===== config.mk =====
export PLATFORM = sky130hd
export DESIGN_NAME = uart_rx_flat
export DESIGN_NICKNAME = d
export VERILOG_FILES = /design/src/rtl/uart_rx_if.sv /design/src/rtl/uart_rx.sv /design/src/flat_wrapper.sv
export SDC_FILE = /design/constraint.sdc
export NUM_CORES = 1
export LEC_CHECK = 0
export ABC_AREA = 1
export BUFFER_PORTS_ARGS = -buffer_cell sky130_fd_sc_hd__clkbuf_2
export CAP_MARGIN = 40
export CORE_ASPECT_RATIO = 1.25
export CORE_MARGIN = 2
export CORE_UTILIZATION = 28
export DETAILED_ROUTE_END_ITERATION = 8
export PLACE_DENSITY_LB_ADDON = 0.3
export SLEW_MARGIN = 20
export SYNTH_ARGS = -nofsm -noshare
export SYNTH_HDL_FRONTEND = slang
export SYNTH_SLANG_ARGS = --single-unit

===== constraint.sdc =====
create_clock -name clk -period 3.4 [get_ports clk]
set_input_delay 0.68 -clock clk [delete_from_list [all_inputs] [get_ports clk]]
set_output_delay 0.68 -clock clk [all_outputs]
set_load 0.05 [all_outputs]

===== src/rtl/uart_rx_if.sv =====
// Load-path pop interface of the UART receiver: show-ahead FIFO head plus pop request.
interface uart_rx_if #(
  parameter int FIFO_DEPTH = 8
);
  localparam int CNT_W = $clog2(FIFO_DEPTH) + 1;

  logic             rEn;
  logic [7:0]       rData;
  logic             rxValid;
  logic [CNT_W-1:0] fifoCount;
  logic             fifoFull;

  modport master (input rEn, output rData, rxValid, fifoCount, fifoFull);
  modport slave  (output rEn, input rData, rxValid, fifoCount, fifoFull);
endinterface


===== src/rtl/uart_rx.sv =====
// 8N1 UART receiver: two-flop input synchroniser, mid-bit sampling FSM,
// show-ahead receive FIFO and sticky overrun / framing-error flags.
//
// state  | meaning
// IDLE   | line idle, waiting for a falling edge on the synchronised input
// START  | timing to mid start bit to reject glitches
// DATA   | sampling 8 data bits LSB first, one per bit period
// STOP   | sampling the stop bit, then push / drop the byte
// WAITHI | stop bit was low; wait for the line to return high
module uart_rx #(
  parameter int CLKS_PER_BIT = 868,
  parameter int FIFO_DEPTH   = 8
) (
  input  logic clk,
  input  logic rst,
  input  logic sIn,
  input  logic errClr,
  output logic overrun,
  output logic frameErr,
  output logic busy,
  uart_rx_if.master rd
);
  localparam int CNT_W = $clog2(CLKS_PER_BIT);
  localparam int PTR_W = $clog2(FIFO_DEPTH);
  localparam int FC_W  = PTR_W + 1;
  localparam logic [CNT_W-1:0] CNT_LAST = CNT_W'(CLKS_PER_BIT - 1);
  localparam logic [CNT_W-1:0] CNT_HALF = CNT_W'(CLKS_PER_BIT / 2 - 1);
  localparam logic [FC_W-1:0]  FC_FULL  = FC_W'(FIFO_DEPTH);

  typedef enum logic [2:0] {IDLE, START, DATA, STOP, WAITHI} state_t;

  state_t           state, state_nxt;
  logic [CNT_W-1:0] cnt, cnt_nxt;
  logic [2:0]       bit_idx, bit_idx_nxt;
  logic [7:0]       shift, shift_nxt;
  logic             rx_meta, rx_s;
  logic             push, set_ovr, set_fe;

  logic [7:0]       mem [FIFO_DEPTH];
  logic [PTR_W-1:0] wr_ptr, rd_ptr;
  logic [FC_W-1:0]  count;
  logic             full, valid, pop;

  always_ff @(posedge clk or negedge rst) begin
    if (!rst) begin
      rx_meta <= 1'b1;
      rx_s    <= 1'b1;
    end else begin
      rx_meta <= sIn;
      rx_s    <= rx_meta;
    end
  end

  always_ff @(posedge clk or negedge rst) begin
    if (!rst) begin
      state   <= IDLE;
      cnt     <= '0;
      bit_idx <= '0;
      shift   <= '0;
    end else begin
      state   <= state_nxt;
      cnt     <= cnt_nxt;
      bit_idx <= bit_idx_nxt;
      shift   <= shift_nxt;
    end
  end

  always_comb begin
    state_nxt   = state;
    cnt_nxt     = cnt + 1'b1;
    bit_idx_nxt = bit_idx;
    shift_nxt   = shift;
    push        = 1'b0;
    set_ovr     = 1'b0;
    set_fe      = 1'b0;
    case (state)
      IDLE: begin
        cnt_nxt = '0;
        if (!rx_s) state_nxt = START;
      end
      START: begin
        if (cnt == CNT_HALF) begin
          cnt_nxt = '0;
          if (rx_s) begin
            state_nxt = IDLE;
          end else begin
            state_nxt   = DATA;
            bit_idx_nxt = '0;
          end
        end
      end
      DATA: begin
        if (cnt == CNT_LAST) begin
          cnt_nxt            = '0;
          shift_nxt[bit_idx] = rx_s;
          bit_idx_nxt        = bit_idx + 3'd1;
          if (bit_idx == 3'd7) state_nxt = STOP;
        end
      end
      STOP: begin
        if (cnt == CNT_LAST) begin
          cnt_nxt   = '0;
          state_nxt = IDLE;
          if (!rx_s) begin
            set_fe    = 1'b1;
            state_nxt = WAITHI;
          end else if (!full || pop) begin
            // a same-cycle pop frees the slot this byte lands in
            push = 1'b1;
          end else begin
            set_ovr = 1'b1;
          end
        end
      end
      WAITHI: begin
        cnt_nxt = '0;
        if (rx_s) state_nxt = IDLE;
      end
      default: begin
        cnt_nxt   = '0;
        state_nxt = IDLE;
      end
    endcase
  end

  assign valid = (count != '0);
  assign full  = (count == FC_FULL);
  assign pop   = rd.rEn && valid;

  always_ff @(posedge clk) begin
    if (push) mem[wr_ptr] <= shift;
  end

  always_ff @(posedge clk or negedge rst) begin
    if (!rst) begin
      wr_ptr <= '0;
      rd_ptr <= '0;
      count  <= '0;
    end else begin
      if (push) wr_ptr <= wr_ptr + 1'b1;
      if (pop)  rd_ptr <= rd_ptr + 1'b1;
      case ({push, pop})
        2'b10:   count <= count + 1'b1;
        2'b01:   count <= count - 1'b1;
        default: count <= count;
      endcase
    end
  end

  always_ff @(posedge clk or negedge rst) begin
    if (!rst) begin
      overrun  <= 1'b0;
      frameErr <= 1'b0;
    end else begin
      if (set_ovr)     overrun <= 1'b1;
      else if (errClr) overrun <= 1'b0;
      if (set_fe)      frameErr <= 1'b1;
      else if (errClr) frameErr <= 1'b0;
    end
  end

  // head is gated so an empty FIFO reads as zero regardless of stale storage
  assign rd.rData     = valid ? mem[rd_ptr] : 8'h00;
  assign rd.rxValid   = valid;
  assign rd.fifoCount = count;
  assign rd.fifoFull  = full;
  assign busy         = (state != IDLE);
endmodule


===== src/flat_wrapper.sv =====
// flat-port wrapper written by rule: the top's interface ports become plain ports
module uart_rx_flat 
#(
  parameter int CLKS_PER_BIT = 868,
  parameter int FIFO_DEPTH   = 8
)
  (clk, rst, sIn, errClr, overrun, frameErr, busy, rd_rEn, rd_rData, rd_rxValid, rd_fifoCount, rd_fifoFull);
  uart_rx_if #(.FIFO_DEPTH(FIFO_DEPTH)) rd_i ();
  input  logic clk;
  input  logic rst;
  input  logic sIn;
  input  logic errClr;
  output logic overrun;
  output logic frameErr;
  output logic busy;
  input wire logic [$bits(rd_i.rEn)-1:0] rd_rEn;
  output wire logic [$bits(rd_i.rData)-1:0] rd_rData;
  output wire logic [$bits(rd_i.rxValid)-1:0] rd_rxValid;
  output wire logic [$bits(rd_i.fifoCount)-1:0] rd_fifoCount;
  output wire logic [$bits(rd_i.fifoFull)-1:0] rd_fifoFull;
  assign rd_i.rEn = rd_rEn;
  assign rd_rData = rd_i.rData;
  assign rd_rxValid = rd_i.rxValid;
  assign rd_fifoCount = rd_i.fifoCount;
  assign rd_fifoFull = rd_i.fifoFull;
  uart_rx #(.CLKS_PER_BIT(CLKS_PER_BIT), .FIFO_DEPTH(FIFO_DEPTH)) u_core (.clk(clk), .rst(rst), .sIn(sIn), .errClr(errClr), .overrun(overrun), .frameErr(frameErr), .busy(busy), .rd(rd_i));
endmodule

==> impl_metrics.env <==
export IMPL_cts_tree="built"
export IMPL_crit_path_max_incr_delay_ps=380
export IMPL_fmax_mhz=362
export IMPL_dp_hpwl_um=6780
export IMPL_gp_congestion=0.826
export IMPL_fin_cells=712
export IMPL_wl_per_cell_um=13.2
export IMPL_yosysSeqAreaShare_pct=61.0
export IMPL_drt_iter0_drc=161
export IMPL_path_class="reg2out"
export IMPL_p_per_area_nw_per_um2=432
export IMPL_min_period_ps=2760
export IMPL_rsz0062_at_grt="no"
export IMPL_worstPathArrival_ps=2080
export IMPL_setup_viol=0
export IMPL_layout_commonest_cell="nor2_1"
export IMPL_post_cts_buffers=0
export IMPL_grt_max_degree=34
export IMPL_grt_pass1_wl_um=15900
export IMPL_diodes=0
export IMPL_timing_rr_end="u_core.rd.fifoCount[2]"
export IMPL_hold_path_class="in2async"
export IMPL_die_h_um=149
export IMPL_reg2reg_from="u_core.cnt[0]"
export IMPL_drv_cap=0
export IMPL_wirelength_um=9410
export IMPL_ys_seq_elements=102
export IMPL_dp_cells=696
export IMPL_synth_cells=455
export IMPL_clkSinkCount=102
export IMPL_finalNetCount=501
export IMPL_finalCritPeriodShare_pct=81.2
export IMPL_top_level_ports=22
export IMPL_endpoint_kind="output port"
export IMPL_overflow=0
export IMPL_slew_headroom_pct=65.9
export IMPL_routed_via_density=4.49
export IMPL_die_area_sq_um=17900
export IMPL_synth_area_leaders="edfxtp_1 41%, dfrtp_1 19%, nor2_1 5.3%, o21ai_0 5.1%, nand2_1 5.0%"
export IMPL_rows=53
export IMPL_numCtsBuffers=9
export IMPL_dr_pass1_iters=4
export IMPL_worst_slew_pin_slew_ps=511
export IMPL_synth_top_cell_area_share_pct=40.7
export IMPL_syn2layout_area_growth_pct=15.4
export IMPL_leakagePower_nw=2.33
export IMPL_antenna_found_initial=0
export IMPL_die_x_um=120
export IMPL_clk_pin_slew_ps=70
export IMPL_fillerInstances=1680
export IMPL_path_delay_family="buffers and inverters"
export IMPL_ctsHoldBuffers=0
export IMPL_slew_viol_final=0
export IMPL_yosys_warnings=0
export IMPL_grt_usage_pct=11.3
export IMPL_r2r_slack_ps=870
export IMPL_tns_ps=0
export IMPL_syn_avg_cell_area_sq_um=10.4
export IMPL_initial_core_util_pct=28.3
export IMPL_crit_required_ps=2720
export IMPL_syn_nets=469
export IMPL_postRouteAntennaNets=0
export IMPL_critPathLaunchType="register"
export IMPL_outcome="finished, final reports clean"
export IMPL_core_sq_um=16600
export IMPL_cts_max_level=3
export IMPL_vias=3198
export IMPL_clk_latency_ps=340
export IMPL_cp_slowest_cell="dfrtp_1"
export IMPL_cp_cell_sequence="inv_1 -> buf_4 -> nor2_1 -> o21ai_0 -> o21ai_0 -> nor2_1 -> clkbuf_2"
export IMPL_synth_area_sq_um=4720
export IMPL_synth_distinct_cells=33
export IMPL_final_cell_mix="66 x nor2_1, 64 x edfxtp_1, 63 x nand2_1"
export IMPL_route_detailed_drc=0
export IMPL_drive_above_1_share_pct=15.9
export IMPL_finalHoldViolCount=0
export IMPL_grt_pass1_vias=3186
export IMPL_reg2reg_depth=10
export IMPL_post_cts_resized=0
export IMPL_cts_path_max_buffers=2
export IMPL_cp_max_fo=15
export IMPL_synth_top_area_cell="edfxtp_1"
export IMPL_cts_root_buf="clkbuf_16"
export IMPL_vdd_ir_drop_max_mv=0.226
export IMPL_io_buffers=21
export IMPL_finalClockSkew_ps=6.71
export IMPL_cp_num_buf_inv=3
per-stage QoR:
stage                     total power, W  instance area (sq um)  setup WS [ps]  hold WS (ps)  utilization (%)
after detailed placement         0.00135                   5140            870           348             30.9
after global routing             0.00244                   5440            443           318             32.7
final                            0.00235                   5440            639           298             32.7
after CTS                        0.00239                   5440            561           296             32.7
after floorplan                  0.00134                   4720            770           345                -
after global placement           0.00135                   5120            958           348             30.8
worst register-to-register path, stage by stage (launching register included):
cell and delay (ps):
dfrtp_1 450, ha_1 290, nand3_2 140, nor3_4 290
nand4_4 180, ha_1 270, xor2_1 240, ha_1 190
a21oi_1 50, xor2_1 160, o21ai_0 180
registers in the layout (all words and copies together), names as in the netlist:
signal / cells
u_core.bit_idx: 3
u_core.rx_meta: 1
u_core.rd_ptr: 3
u_core.mem: 64
u_core.rx_s: 1
u_core.wr_ptr: 3
u_core.rd.fifoCount: 4
u_core.frameErr: 1
u_core.overrun: 1
u_core.shift: 8
u_core.cnt: 10
u_core.state: 3
report_power, final:
group,internal (W),total [W],switching [W]
Sequential,0.00131,0.00131,0.00000129
Clock,0.000573,0.00102,0.000452
Combinational,0.00000449,0.0000185,0.0000140
Total,0.00188,0.00235,0.000467
worst max-delay path by stage:
| stage | endpoint | cells past startpoint | startpoint |
|---|---|---|---|
| 2_1_floorplan | rd_rData[0] | 4 | u_core.rd.fifoCount[2] |
| 4_1_cts | rd_rData[5] | 7 | u_core.rd_ptr[0] |
| 6_report | rd_rData[5] | 7 | u_core.rd_ptr[0] |
| 3_5_place_dp | u_core.rd.fifoCount[2] | 10 | u_core.cnt[0] |
| 3_3_place_gp | u_core.rd.fifoCount[2] | 10 | u_core.cnt[0] |
| 5_1_grt | rd_rData[5] | 7 | u_core.rd_ptr[0] |
metal layers:
layer  global-route usage [%]  up-vias  share of wire (%)
met5                        0        -                  0
met4                     3.29        0               0.91
met3                     2.87        6                3.2
met2                     20.4       46                 53
met1                     13.2     1524                 43
li1                         -     1622                  -
Yosys cell counts:
library cell / instances
nand2_1: 63
nand4_1: 4
o21ai_1: 9
a21oi_2: 1
nand2_4: 1
mux2i_1: 8
clkbuf_1: 4
ha_1: 9
dfrtp_1: 36
xnor2_1: 3
nor3_2: 3
nor2_4: 1
buf_2: 8
edfxtp_1: 64
a22oi_1: 1
nand4_4: 1
nand2_2: 6
buf_4: 1
inv_2: 3
nand3_1: 22
a21oi_1: 9
o22ai_1: 10
xor2_1: 10
nand3_2: 4
nor2_2: 4
o211ai_1: 2
dfstp_2: 2
nand3b_1: 2
nor3_1: 11
inv_1: 37
nor3_4: 2
o21ai_0: 48
nor2_1: 66
final cells by class:
cell class / count / area (sq um) / area share [%]
Timing Repair Buffer: 34 / 215 / 3.95
Tap cell: 220 / 275 / 5.06
Inverter: 40 / 150 / 2.76
Multi-Input combinational cell: 300 / 1630 / 29.9
Clock buffer: 9 / 225 / 4.14
Clock inverter: 7 / 72.6 / 1.33
Sequential cell: 102 / 2880 / 52.8
kinds of logic (layout without fill, tap and decap cells):
| logic type | count (synthesis) | count (layout) | share of synthesized area [%] |
|---|---|---|---|
| mux | 8 | 8 | 1.70 |
| compound gates | 80 | 80 | 8.99 |
| simple gates | 190 | 190 | 19.0 |
| xor+xnor | 13 | 13 | 2.41 |
| buf+inv | 53 | 90 | 4.51 |
| flops | 102 | 102 | 61.0 |
| fa+ha+maj | 9 | 9 | 2.39 |
Note: power is estimated with default switching activity, not from simulation.
